[src/rtl/wide_alu_seq_pkg.sv]
// Shared definitions for the byte-serial 16-bit ALU sequencer: opcodes,
// sequencer states and datapath widths.
package wide_alu_seq_pkg;

  localparam int unsigned WORD_W = 16;
  localparam int unsigned BYTE_W = 8;

  typedef enum logic [2:0] {
    kADD  = 3'd0,
    kSUB  = 3'd1,
    kSHL  = 3'd2,
    kSHR  = 3'd3,
    kXOR  = 3'd4,
    kAND  = 3'd5,
    kOR   = 3'd6,
    kPASS = 3'd7
  } op_mne;

  typedef enum logic [1:0] {
    S_IDLE   = 2'd0,
    S_FIRST  = 2'd1,
    S_SECOND = 2'd2,
    S_FIN    = 2'd3
  } seq_state_t;

  function automatic logic is_shift(input op_mne op);
    return (op == kSHL) || (op == kSHR);
  endfunction

endpackage

[src/rtl/wide_alu_seq.sv]
// 16-bit operation sequenced as two byte passes through an external 8-bit ALU;
// carry / shift-out is chained between the passes.
module wide_alu_seq
  import wide_alu_seq_pkg::*;
#(
  parameter logic SHIFT_FILL = 1'b0
) (
  input  logic              clk_i,
  input  logic              rst_n,
  input  logic              start_i,
  input  op_mne             op_i,
  input  logic [WORD_W-1:0] a_i,
  input  logic [WORD_W-1:0] b_i,
  output logic              busy_o,
  output logic              done_o,
  output logic [WORD_W-1:0] result_o,
  output logic              carry_o,
  output logic              zero_o,
  output logic [BYTE_W-1:0] alu_a_o,
  output logic [BYTE_W-1:0] alu_b_o,
  output op_mne             alu_op_o,
  output logic              alu_c_in_o,
  output logic              alu_s_in_o,
  input  logic [BYTE_W-1:0] alu_out_i,
  input  logic              alu_c_out_i,
  input  logic              alu_s_out_i,
  input  logic              alu_zero_i
);

  seq_state_t        state_q, state_d;
  op_mne             op_q;
  logic [WORD_W-1:0] a_q, b_q, result_q, result_d;
  logic [BYTE_W-1:0] first_q, a_byte, b_byte;
  logic              chain_q, zero1_q, carry_q, carry_d, zero_q;
  logic              first_pass, hi_sel;

  always_ff @(posedge clk_i or negedge rst_n) begin
    if (!rst_n) state_q <= S_IDLE;
    else        state_q <= state_d;
  end

  always_comb begin
    state_d = state_q;
    unique case (state_q)
      S_IDLE:   if (start_i) state_d = S_FIRST;
      S_FIRST:  state_d = S_SECOND;
      S_SECOND: state_d = S_FIN;
      default:  state_d = S_IDLE;
    endcase
  end

  // SHR walks from the high byte down so the shift-out chains into the low byte.
  assign first_pass = (state_q == S_FIRST);
  assign hi_sel     = (state_q == S_SECOND) ^ (op_q == kSHR);
  assign a_byte     = hi_sel ? a_q[WORD_W-1:BYTE_W] : a_q[BYTE_W-1:0];
  assign b_byte     = hi_sel ? b_q[WORD_W-1:BYTE_W] : b_q[BYTE_W-1:0];

  always_comb begin
    busy_o     = (state_q != S_IDLE);
    done_o     = (state_q == S_FIN);
    alu_a_o    = '0;
    alu_b_o    = '0;
    alu_op_o   = kPASS;
    alu_c_in_o = 1'b0;
    alu_s_in_o = 1'b0;
    if ((state_q == S_FIRST) || (state_q == S_SECOND)) begin
      alu_a_o = a_byte;
      unique case (op_q)
        kADD: begin
          alu_op_o   = kADD;
          alu_b_o    = b_byte;
          alu_c_in_o = first_pass ? 1'b0 : chain_q;
        end
        kSUB: begin
          alu_op_o   = kADD;
          alu_b_o    = ~b_byte;
          alu_c_in_o = first_pass ? 1'b1 : chain_q;
        end
        kSHL, kSHR: begin
          alu_op_o   = op_q;
          alu_b_o    = 8'd1;
          alu_s_in_o = first_pass ? SHIFT_FILL : chain_q;
        end
        default: begin
          alu_op_o = op_q;
          alu_b_o  = b_byte;
        end
      endcase
    end
  end

  always_comb begin
    result_d = (op_q == kSHR) ? {first_q, alu_out_i} : {alu_out_i, first_q};
    unique case (op_q)
      kADD, kSUB: carry_d = alu_c_out_i;
      kSHL:       carry_d = a_q[WORD_W-1];
      kSHR:       carry_d = a_q[0];
      default:    carry_d = 1'b0;
    endcase
  end

  always_ff @(posedge clk_i or negedge rst_n) begin
    if (!rst_n) begin
      op_q     <= kADD;
      a_q      <= '0;
      b_q      <= '0;
      first_q  <= '0;
      chain_q  <= 1'b0;
      zero1_q  <= 1'b0;
      result_q <= '0;
      carry_q  <= 1'b0;
      zero_q   <= 1'b0;
    end else begin
      if ((state_q == S_IDLE) && start_i) begin
        op_q <= op_i;
        a_q  <= a_i;
        b_q  <= b_i;
      end
      if (state_q == S_FIRST) begin
        first_q <= alu_out_i;
        chain_q <= is_shift(op_q) ? alu_s_out_i : alu_c_out_i;
        zero1_q <= alu_zero_i;
      end
      if (state_q == S_SECOND) begin
        result_q <= result_d;
        carry_q  <= carry_d;
        zero_q   <= zero1_q & alu_zero_i;
      end
    end
  end

  assign result_o = result_q;
  assign carry_o  = carry_q;
  assign zero_o   = zero_q;

endmodule

[config.mk]
export PLATFORM = sky130hd
export DESIGN_NAME = wide_alu_seq
export DESIGN_NICKNAME = d
export VERILOG_FILES = /design/src/rtl/wide_alu_seq_pkg.sv /design/src/rtl/wide_alu_seq.sv
export SDC_FILE = /design/constraint.sdc
export NUM_CORES = 1
export LEC_CHECK = 0
export CORE_MARGIN = 10
export CORE_UTILIZATION = 49
export CTS_BUF_LIST = sky130_fd_sc_hd__clkbuf_4 sky130_fd_sc_hd__clkbuf_8
export DETAILED_ROUTE_END_ITERATION = 10
export GPL_TIMING_DRIVEN = 0
export HOLD_SLACK_MARGIN = 0.08
export PLACE_DENSITY = 0.9
export SYNTH_ARGS = -nofsm -noshare
export SYNTH_HDL_FRONTEND = slang
export SYNTH_SLANG_ARGS = --single-unit
[constraint.sdc]
create_clock -name clk_i -period 2.1 [get_ports clk_i]
set_input_delay 0.21 -clock clk_i [delete_from_list [all_inputs] [get_ports clk_i]]
set_output_delay 0.21 -clock clk_i [all_outputs]
set_load 0.01 [all_outputs]
==> flow_summary.yaml <==
outcome:
  status: "finished with violations"
  violations: "negative setup slack"
layout:
  fin_util_pct: 74.0
  antennaDiodeCount: 0
  regArea_um2: 1630
  fin_cells: 445
  multiInputGateArea_um2: 1460
  layout-drive-gt1-share_pct: 33.0
  fillCellCount: 396
  finalNetCount: 421
  area_growth_syn_to_layout_pct: 44.5
floorplan:
  io_pins: 90
  initial_core_util_pct: 51.2
  die_area_um2: 9830
  coreArea_um2: 5990
  std_cell_rows: 28
  die_y_um: 99.1
  die_w_um: 99.1
synthesis:
  synth_top_cell_by_area: "dfrtp_1"
  synth-seq-cells: 65
  ys_types: 26
  synth.net_count: 306
  synthCells: 252
  yosys_warnings: 0
  syn_area_um2: 3070
  synthTopCellsByArea: "dfrtp_1 (53%), mux2_2 (17%), mux2i_1 (11%), a21oi_1 (2.9%), nand2_1 (2.6%)"
  yosysSeqAreaShare_pct: 53.0
  yosysTopAreaCellShare_pct: 53.0
  syn_area_per_cell_um2: 12.2
pwr:
  swShare_pct: 37.6
  seqPwrFrac_pct: 29.5
  ir_worst_vdd_mv: 0.982
  p_int_mw: 4.93
  switching_power_mw: 2.97
  power.leakage_nw: 2.03
  pwr_density_cell_nw_per_um2: 1780
  clkPwrFrac_pct: 11.9
  combPwrFrac_pct: 58.6
  report.power.total_mw: 7.90
cts:
  cts-root-buf: "clkbuf_8"
  cts_tree: "built"
  clk_latency_ns: 0.33
  cts.path.max_buffers: 2
  clk_pin_slew_ns: 0.06
  cts.sinks: 65
  cts-htree-levels: 3
  cts_inserted_buffers: 9
worst_setup_path:
  start_kind: "flip-flop"
  worstPathRequired_ns: 1.89
  cp-end-kind: "output pin"
  critical_path.max_fanout: 7
  critPathArrivalTime_ns: 2.02
  setup.worst_path.class: "reg -> out"
  reg2regPathDepth: 5
placed_design:
  port_buffers: 89
  dpl.hpwl_mm: 5.76
  dp_cells: 416
  place.gp.congestion: 0.761
timing:
  min_period_over_period_pct: 106
  hold_viol_final: 0
  relSlewSlack_pct: 45.8
  rsz0062_at_grt: "yes"
  tightestPinTransition_ns: 0.813
  setup_viol: 14
  drv_slew: 0
  max_freq_mhz: 449
  period_needed_ns: 2.23
  setup_ws_ns: -0.125
  finClkSkew_ns: 0.00413
route:
  drtAntennaViolNets: 0
  wirelength_mm: 8.24
  vias: 2332
  first_pass_iters: 4
  drtIter0Drc: 120
  drc: 0
  avgViaCountPerCell: 5.24
  wire_per_inst_um: 18.5
global_routing:
  grt_pass1_vias: 2565
  grt_start_max_net_pins: 66
  grt_use_total_pct: 16.5
  gr-total-overflow: 0
  antenna_found_initial: 0
  grt_pass1_wl_mm: 13.0
worst_hold_path:
  hold_path.class: "in -> reg"
  worstHoldPathCells: 2
run:
  maxCapViolCount: 0
[final cells by class]
type	count	share of cell area, %
timing repair buffer	106	22.2
tap	75	2.12
inverter	5	0.423
multi-input combinational	168	32.8
clock buffer	14	3.92
buffer	12	1.75
sequential	65	36.8
[synthesized netlist by cell type]
master / n
dfrtp_1: 65
o21bai_1: 1
buf_6: 1
or3_1: 1
clkbuf_1: 8
a21oi_1: 18
buf_2: 1
mux2_2: 46
nand3_1: 1
a211oi_1: 1
nor3_1: 2
xnor2_4: 1
nor2b_1: 1
ha_1: 5
nand2_1: 21
mux2i_1: 34
inv_1: 5
a21boi_0: 9
o41ai_1: 1
nand3b_1: 1
o21ai_0: 3
nand2b_1: 2
nor2_1: 19
buf_8: 1
buf_1: 3
xor2_1: 1
[sequential cells by signal, summed over array words and instances, names as in the netlist, 2 cells and up]
| register | count |
|---|---|
| b_q | 16 |
| op_q | 3 |
| a_q | 16 |
| state_q | 2 |
| result_o | 16 |
| first_q | 8 |
[worst max-delay path, cell delays in order (launching register included)]
cell,delay (ns)
dfrtp_2,0.42
inv_1,0.11
ha_4,0.32
nand2b_4,0.07
or3_4,0.43
mux2i_1,0.17
buf_2,0.16
[per-stage QoR]
| step | hold WS, ns | setup WS [ns] | area, um^2 | TNS [ns] |
|---|---|---|---|---|
| global route | 0.479 | -0.234 | 4430 | -2.63 |
| CTS | 0.480 | -0.160 | 4380 | -1.46 |
| global placement | 0.487 | -1.27 | 4050 | -89.19 |
| floorplan | -0.0856 | 0.186 | 3070 | 0 |
| detailed placement | 0.355 | -0.507 | 4050 | -7.18 |
| finish | 0.492 | -0.125 | 4430 | -0.918 |
[worst paths after layout]
| kind | from | to | slack [ns] |
|---|---|---|---|
| setup / recovery | state_q[1]$_DFFE_PN0P_ | alu_b_o[1] | -0.13 |
| min in group asynchronous | rst_n | a_q[11]$_DFFE_PN0P_ | 0.52 |
| max in group asynchronous | rst_n | state_q[1]$_DFFE_PN0P_ | 1.00 |
| hold reg to reg | a_q[6]$_DFFE_PN0P_ | a_q[6]$_DFFE_PN0P_ | 0.51 |
| setup reg to reg | state_q[1]$_DFFE_PN0P_ | a_q[2]$_DFFE_PN0P_ | 0.22 |
| hold / removal | a_i[6] | a_q[6]$_DFFE_PN0P_ | 0.49 |
[logic make-up (layout without fill, tap and decap cells)]
| group | Yosys count | after routing | synth area share, % |
|---|---|---|---|
| muxes | 80 | 80 | 28.0 |
| adders and majority gates | 5 | 5 | 2.04 |
| AOI/OAI and AO/OA | 33 | 33 | 6.40 |
| and+or+nand+nor | 48 | 48 | 6.44 |
| xor gates and xnor gates | 2 | 2 | 1.18 |
| DFF | 65 | 65 | 53.0 |
| buffers and inverters | 19 | 137 | 2.98 |
[layer usage]
layer / up-vias / part of all wire (%) / GRT usage, %
li1: 1100 / - / -
met3: 8 / 7.1 / 5.95
met4: 0 / 0.90 / 6.28
met5: - / 0 / 0
met2: 64 / 50 / 27.4
met1: 1160 / 42 / 19.0
[what timing repair did]
action | in CTS | in global routing
setup endpoints to repair | 22 | 47
pin swaps | 3 | 5
gates cloned | 1 | 0
buffers inserted | 9 | 7
resized for setup | 103 | 20
hold buffers | 1 | 0
hold endpoints to repair | 65 | 0
[cell usage in the layout, fill, tap and decap left out, types with 2 or more instances in the layout]
cell type / count
mux2i_1: 30
a21boi_0: 3
clkbuf_1: 2
clkdlybuf4s50_1: 69
nor3_1: 2
dlygate4sd2_1: 3
clkbuf_2: 4
nand2_1: 18
dfrtp_1: 62
buf_4: 10
inv_1: 4
a21oi_1: 18
o21ai_0: 3
buf_6: 8
ha_1: 2
mux2i_2: 3
nand2_2: 3
a21boi_1: 4
buf_1: 2
dfrtp_2: 3
mux2_2: 46
nor2_1: 19
ha_4: 2
a21boi_2: 2
clkbuf_8: 11
buf_2: 16
clkbuf_4: 3
[power groups by stage]
stage / clock network, mW / logic, mW / registers (mW)
after global placement: 0 / 4.02 / 2.27
after detailed placement: 0 / 4.11 / 2.32
final: 0.940 / 4.63 / 2.33
after CTS: 0.966 / 4.45 / 2.31
after floorplan: 0 / 2.32 / 2.29
after global routing: 1.03 / 4.99 / 2.40
No activity file was read; power rests on OpenSTA's default activity.
